--- config.mk ---
export PLATFORM = sky130hd
export DESIGN_NAME = tx_frame_sequencer
export DESIGN_NICKNAME = d
export VERILOG_FILES = /design/src/rtl/tx_pkg.sv /design/src/rtl/symbol_timer.sv /design/src/rtl/tx_frame_sequencer.sv
export SDC_FILE = /design/constraint.sdc
export NUM_CORES = 1
export LEC_CHECK = 0
export ABC_AREA = 1
export CAP_MARGIN = 10
export CORE_UTILIZATION = 39
export CTS_CLUSTER_DIAMETER = 200
export DETAILED_ROUTE_END_ITERATION = 7
export GPL_ROUTABILITY_DRIVEN = 0
export HOLD_SLACK_MARGIN = 0.06
export MAX_ROUTING_LAYER = met4
export PLACE_DENSITY = 0.72
export SLEW_MARGIN = 5
export SYNTH_ARGS = -nofsm -noshare
export SYNTH_HDL_FRONTEND = slang
export SYNTH_SLANG_ARGS = --single-unit
export TNS_END_PERCENT = 30
--- constraint.sdc ---
create_clock -name clk -period 2.8 [get_ports clk]
set_input_delay 0.42 -clock clk [delete_from_list [all_inputs] [get_ports clk]]
set_output_delay 0.42 -clock clk [all_outputs]
set_load 0.01 [all_outputs]
--- src/rtl/tx_pkg.sv ---
// rtl/tx_pkg.sv - shared types and 8b/10b K-code constants for the transmit sequencer
//
// Contents:
//   tx_seq_state_t : sequencer state encoding
//   K_IDLE/K_SOF/K_EOF/K_ERR/K_SKIP : control-symbol bytes (sent with kin=1)

package tx_pkg;

   // ST_SOF names the start-of-frame slot for readability in waves; the
   // sequencer emits SOF on the IDLE->DATA transition and never rests in it.
   typedef enum logic [2:0] {
      ST_IDLE  = 3'd0,
      ST_SOF   = 3'd1,
      ST_DATA  = 3'd2,
      ST_EOF   = 3'd3,
      ST_FLUSH = 3'd4,
      ST_IFG   = 3'd5
   } tx_seq_state_t;

   localparam logic [7:0] K_IDLE = 8'hBC;  // K28.5 comma
   localparam logic [7:0] K_SOF  = 8'hFB;  // K27.7
   localparam logic [7:0] K_EOF  = 8'hFD;  // K29.7
   localparam logic [7:0] K_ERR  = 8'hFE;  // K30.7
   localparam logic [7:0] K_SKIP = 8'h1C;  // K28.0

endpackage

--- src/rtl/symbol_timer.sv ---
// rtl/symbol_timer.sv - symbol-rate divider producing one tick per SYM_CYCLES clocks
//
// Ports:
//   clk  in  : clock
//   rst  in  : asynchronous active-low reset
//   tick out : high for the one cycle where the symbol counter is SYM_CYCLES-1

module symbol_timer #(
   parameter int SYM_CYCLES = 10
) (
   input  logic clk,
   input  logic rst,
   output logic tick
);

   localparam int CW = $clog2(SYM_CYCLES);

   logic [CW-1:0] sym_cnt;

   assign tick = (sym_cnt == CW'(SYM_CYCLES - 1));

   always_ff @(posedge clk or negedge rst) begin
      if (!rst) begin
         sym_cnt <= '0;
      end else if (tick) begin
         sym_cnt <= '0;
      end else begin
         sym_cnt <= sym_cnt + 1'b1;
      end
   end

endmodule

--- src/rtl/tx_frame_sequencer.sv ---
// rtl/tx_frame_sequencer.sv - frames upstream bytes into SOF/data/EOF symbols for the 8b/10b encoder
//
// Optional feature macro: TX_SKIP_EN (periodic SKIP insertion between frames).
//
// Ports:
//   clk, rst              : clock, asynchronous active-low reset
//   s_valid/s_data/s_last : upstream byte stream; s_ready accepts a byte
//   enc_en/enc_kin/enc_din: one-cycle load strobe and symbol to the encoder
//   enc_kin_err           : encoder invalid-K flag
//   busy                  : a frame (SOF through end of IFG) is on the line
//   frame_done            : pulses with the EOF symbol
//   underrun, trunc       : sticky error flags
//   kin_err_cnt           : saturating count of enc_kin_err pulses

module tx_frame_sequencer
   import tx_pkg::*;
#(
   parameter int SYM_CYCLES = 10,
   parameter int MAX_LEN    = 256,
   parameter int MIN_IFG    = 2
`ifdef TX_SKIP_EN
   ,
   parameter int SKIP_INTERVAL = 1024
`endif
) (
   input  logic       clk,
   input  logic       rst,
   input  logic       s_valid,
   input  logic [7:0] s_data,
   input  logic       s_last,
   output logic       s_ready,
   output logic       enc_en,
   output logic       enc_kin,
   output logic [7:0] enc_din,
   input  logic       enc_kin_err,
   output logic       busy,
   output logic       frame_done,
   output logic       underrun,
   output logic       trunc,
   output logic [7:0] kin_err_cnt
);

   localparam int BW = $clog2(MAX_LEN + 1);
   localparam int IW = $clog2(MIN_IFG + 1);

   logic tick;

   symbol_timer #(
      .SYM_CYCLES(SYM_CYCLES)
   ) u_symbol_timer (
      .clk (clk),
      .rst (rst),
      .tick(tick)
   );

   tx_seq_state_t state, state_d;
   logic [BW-1:0] byte_cnt, byte_cnt_d;
   logic [IW-1:0] ifg_cnt, ifg_cnt_d;
   logic          err_end, err_end_d;       // frame ended abnormally: drain via FLUSH
   logic          trunc_pend, trunc_pend_d; // raise trunc when the EOF goes out

   logic [7:0] sym_d;
   logic       kin_d;
   logic       done_d;
   logic       under_set;
   logic       trunc_set;
   logic [7:0] filler;                      // symbol for an idle slot (IDLE or SKIP)

`ifdef TX_SKIP_EN
   localparam int KW = $clog2(SKIP_INTERVAL + 1);

   logic [KW-1:0] idle_cnt;
   logic          idle_slot;
   logic          skip_due;

   // Only slots that would carry IDLE between frames advance the counter, so
   // a frame start simply defers a due SKIP to the next free slot.
   assign idle_slot = tick && ((state == ST_IDLE && !s_valid) || state == ST_IFG);
   assign skip_due  = (idle_cnt == KW'(SKIP_INTERVAL));
   assign filler    = skip_due ? K_SKIP : K_IDLE;

   always_ff @(posedge clk or negedge rst) begin
      if (!rst) begin
         idle_cnt <= '0;
      end else if (idle_slot) begin
         idle_cnt <= skip_due ? '0 : idle_cnt + 1'b1;
      end
   end
`else
   assign filler = K_IDLE;
`endif

   // DATA accepts only on the tick; FLUSH drains as fast as the source offers.
   assign s_ready = (state == ST_FLUSH) || (state == ST_DATA && tick);

   // State register
   always_ff @(posedge clk or negedge rst) begin
      if (!rst) begin
         state      <= ST_IDLE;
         byte_cnt   <= '0;
         ifg_cnt    <= '0;
         err_end    <= 1'b0;
         trunc_pend <= 1'b0;
      end else begin
         state      <= state_d;
         byte_cnt   <= byte_cnt_d;
         ifg_cnt    <= ifg_cnt_d;
         err_end    <= err_end_d;
         trunc_pend <= trunc_pend_d;
      end
   end

   // Next-state logic
   always_comb begin
      state_d      = state;
      byte_cnt_d   = byte_cnt;
      ifg_cnt_d    = ifg_cnt;
      err_end_d    = err_end;
      trunc_pend_d = trunc_pend;
      case (state)
         ST_IDLE: begin
            if (tick && s_valid) begin
               state_d      = ST_DATA;
               byte_cnt_d   = '0;
               err_end_d    = 1'b0;
               trunc_pend_d = 1'b0;
            end
         end
         ST_DATA: begin
            if (tick) begin
               if (s_valid) begin
                  byte_cnt_d = byte_cnt + 1'b1;
                  if (s_last) begin
                     // s_last wins over the length limit on the final byte
                     state_d = ST_EOF;
                  end else if (byte_cnt == BW'(MAX_LEN - 1)) begin
                     state_d      = ST_EOF;
                     err_end_d    = 1'b1;
                     trunc_pend_d = 1'b1;
                  end
               end else begin
                  state_d   = ST_EOF;
                  err_end_d = 1'b1;
               end
            end
         end
         ST_EOF: begin
            if (tick) begin
               state_d   = err_end ? ST_FLUSH : ST_IFG;
               ifg_cnt_d = '0;
            end
         end
         ST_FLUSH: begin
            if (s_valid && s_last) begin
               state_d   = ST_IFG;
               ifg_cnt_d = '0;
            end
         end
         ST_IFG: begin
            if (tick) begin
               if (ifg_cnt == IW'(MIN_IFG - 1)) begin
                  state_d = ST_IDLE;
               end else begin
                  ifg_cnt_d = ifg_cnt + 1'b1;
               end
            end
         end
         default: begin
            state_d = ST_IDLE;
         end
      endcase
   end

   // Output decode: the symbol and flags that the next tick will load
   always_comb begin
      sym_d     = K_IDLE;
      kin_d     = 1'b1;
      done_d    = 1'b0;
      under_set = 1'b0;
      trunc_set = 1'b0;
      case (state)
         ST_IDLE: begin
            sym_d = s_valid ? K_SOF : filler;
         end
         ST_DATA: begin
            if (s_valid) begin
               sym_d = s_data;
               kin_d = 1'b0;
            end else begin
               sym_d     = K_ERR;
               under_set = 1'b1;
            end
         end
         ST_EOF: begin
            sym_d     = K_EOF;
            done_d    = 1'b1;
            trunc_set = trunc_pend;
         end
         ST_IFG: begin
            sym_d = filler;
         end
         default: begin
            sym_d = K_IDLE;
         end
      endcase
   end

   // Registered outputs
   always_ff @(posedge clk or negedge rst) begin
      if (!rst) begin
         enc_en      <= 1'b0;
         enc_kin     <= 1'b1;
         enc_din     <= K_IDLE;
         busy        <= 1'b0;
         frame_done  <= 1'b0;
         underrun    <= 1'b0;
         trunc       <= 1'b0;
         kin_err_cnt <= '0;
      end else begin
         enc_en     <= tick;
         frame_done <= tick && done_d;
         if (tick) begin
            enc_din <= sym_d;
            enc_kin <= kin_d;
            // busy tracks whether the symbol now on the line belongs to a frame
            busy    <= (state != ST_IDLE) || s_valid;
            if (under_set) begin
               underrun <= 1'b1;
            end
            if (trunc_set) begin
               trunc <= 1'b1;
            end
         end
         if (enc_kin_err && kin_err_cnt != 8'hFF) begin
            kin_err_cnt <= kin_err_cnt + 1'b1;
         end
      end
   end

endmodule

==> results.md <==
* Outcome: complete, no violations
* Max Cap Viol at 0
* CTS Root Cell: clkbuf_8
* Number of global-route vias before repair at 1732
* Rows at 27
* Setup violations, final at 0
* Core footprint at 0.00554 mm2
* Post-Syn Area at 0.00225 mm2
* Register area share after synthesis at 0.471
* Final Worst Setup Slack at 462 ps
* Leak at 0.00135 uW
* Final Slew Violations at 0
* Gates resized, CTS repair at 0
* TritonCTS Buffers at 5
* DR vias/cell at between 4 and 5
* Die Area at just over 0.006 mm2
* Total chip power at 2390 uW
* Worst-case vdd ir drop at 489 uV
* Layout area overhead at 21.4%
* Storage cell area at 0.00106 mm2
* Initial antenna violation count at 0
* Die W at 77.9 um
* Required @ worst endpoint at 2380 ps
* Diode count at 0
* Mapped Nets at roughly 290
* Fin crit period at 2340 ps
* DR vias at around 1.9k
* Layout cells sized above 1 at 0.127
* Total global-route track usage at 0.163
* WL final at 4390 um
* Clk sinks at 42
* Crit Path Category: reg -> out
* GRT overflow at 0
* Cell count after synthesis at 277
* Final Hold Viols at 0
* Buf/Inv on CP at 3
* Yosys reg bits at 42
* Clock latency on the worst-skew pair at 290 ps
* Largest net degree at the start of global routing at 43
* Least-Margin Pin Slew at 938 ps
* RSZ-0062 raised after global routing: no
* Synth warn at 0
* Drt initial violations at 80
* Rel. slew slack at 0.375
* First-pass GRT wire length at 7510 um
* Hold WC Path Type: in -> async
* Layout net count at 331
* H-tree depth reported by CTS at 2
* Starting Density at 0.406
* CP Capture Type: output port
* Drt pass-1 iters at 4
* Hold_buf cts at 0
* DIE HEIGHT at 77.9 um
* CP max FO at 6
* Post-synthesis cell type count at 28
* Fmax at 0.428 GHz
* Post-DP HPWL at 3170 um
* CP Launch Type: flop
* Slowest stage delay, CP at around 570 ps
* Filler instances at 547
* PD cells at between 800 and 900 mW/mm2
* Dpl ws at 739 ps
* Multi-input gate area at 0.00101 mm2
* CTS tree: yes
* Num ports at 36
* Mean post-synth cell area at 8.12 um2
* Crit-path cells: inv_2 -> nand2_1 -> nor2_2 -> inv_1 -> o21ai_0 -> clkdlybuf4s50_1
* Post-DRT Antenna Nets at 0
* Number of port buffers at 35
* CTS clk-pin slew, worst paths at 80 ps
* Worst endpoint data arrival time at 1920 ps
* Fin Hold WS at 262 ps
* Clk buf depth at 2
* CP max stage cell: clkdlybuf4s50_1
* Skew final at 4.13 ps
* CP top delay family: buffers and inverters
* DRC viols at 0
* Setup TNS at 0 ps
* Fin crit share at 0.835
* Postcts setup bufs at 0
* Routed len/inst at 11.3 um
-- cells in the final DEF, fill, tap and decap left out, drive strengths merged, types with 2 or more instances in the layout --
| master | instances |
|---|---|
| nand2 | 89 |
| nor2 | 33 |
| dfstp | 6 |
| nand3 | 24 |
| o21ai | 18 |
| xnor2 | 5 |
| a21o | 2 |
| buf | 2 |
| dfrtp | 36 |
| ha | 4 |
| clkbuf | 6 |
| xor2 | 2 |
| clkdlybuf4s50 | 34 |
| inv | 34 |
| a22oi | 3 |
| nand4 | 3 |
| a21oi | 8 |
-- metal layers --
layer  share of wire  up-vias  track usage  routed length (um)
met4           0.017        0       0.0648                  75
met3           0.048        8       0.0376                 212
met1            0.50      864        0.220                2180
li1                -      942            -                   -
met2            0.44       47        0.237                1920
met5               0        -            -                   0
-- registers in the layout, summed over array words and instances, names as in the netlist --
register                cells
byte_cnt                    9
ifg_cnt                     2
frame_done                  1
underrun                    1
enc_din                     8
busy                        1
enc_en                      1
trunc_pend                  1
state                       3
trunc                       1
enc_kin                     1
kin_err_cnt                 8
u_symbol_timer.sym_cnt      4
err_end                     1
-- synthesized netlist by cell type, drive strengths merged --
cell | instances | area share
a21o | 2 | 0.0067
a21oi | 8 | 0.018
a22oi | 3 | 0.010
a31o | 1 | 0.0039
buf | 6 | 0.025
dfrtp | 36 | 0.40
dfstp | 6 | 0.070
ha | 4 | 0.022
inv | 34 | 0.057
nand2 | 89 | 0.16
nand3 | 24 | 0.058
nand3b | 1 | 0.0033
nand4 | 3 | 0.0083
nor2 | 33 | 0.083
nor3 | 1 | 0.0022
o21a | 1 | 0.0033
o21ai | 18 | 0.040
xnor2 | 5 | 0.019
xor2 | 2 | 0.0078
-- path summary, 6_finish.rpt --
path / slack (ps) / cells after the start / start / end
max: 460 / 6 / state[2]$_DFFE_PN0P_ / s_ready
min: 260 / 1 / rst / kin_err_cnt[7]$_DFFE_PN0P_
max reg2reg: 920 / 12 / byte_cnt[1]$_DFFE_PN0P_ / state[0]$_DFFE_PN0P_
min reg2reg: 460 / 1 / trunc$_DFFE_PN0P_ / trunc$_DFFE_PN0P_
max in group asynchronous: 1960 / 1 / rst / byte_cnt[0]$_DFFE_PN0P_
min in group clk: 460 / 1 / trunc$_DFFE_PN0P_ / trunc$_DFFE_PN0P_
-- where the power goes --
group | switching [uW] | total [uW] | leakage (uW) | internal, uW
clock network | 206 | 404 | 0.0000472 | 198
registers | 175 | 980 | 0.000516 | 805
logic | 548 | 1000 | 0.000785 | 453
-- through the flow --
stage	instance area, um2	cells	util
4_1_cts	2730	387	0.493
6_report	2730	387	0.493
2_1_floorplan	2250	277	-
3_5_place_dp	2640	379	0.476
3_3_place_gp	2640	379	0.476
5_1_grt	2730	387	0.493
-- logic make-up after synthesis --
kind of cell,synth area share
AO/OA/AOI/OAI,0.0818
XOR/XNOR,0.0273
adder cells (fa/ha/maj),0.0223
buffers and inverters,0.0818
flip-flops,0.471
AND/OR/NAND/NOR,0.316
-- cell type report --
| type | instances | share of cell area |
|---|---|---|
| clock inverter | 2 | 0.00458 |
| multi-input combinational | 195 | 0.368 |
| sequential | 42 | 0.388 |
| timing repair buffer | 36 | 0.129 |
| inverter | 34 | 0.0467 |
| tap | 72 | 0.0330 |
| clock buffer | 6 | 0.0302 |
No activity file was read; power rests on OpenSTA's default activity.
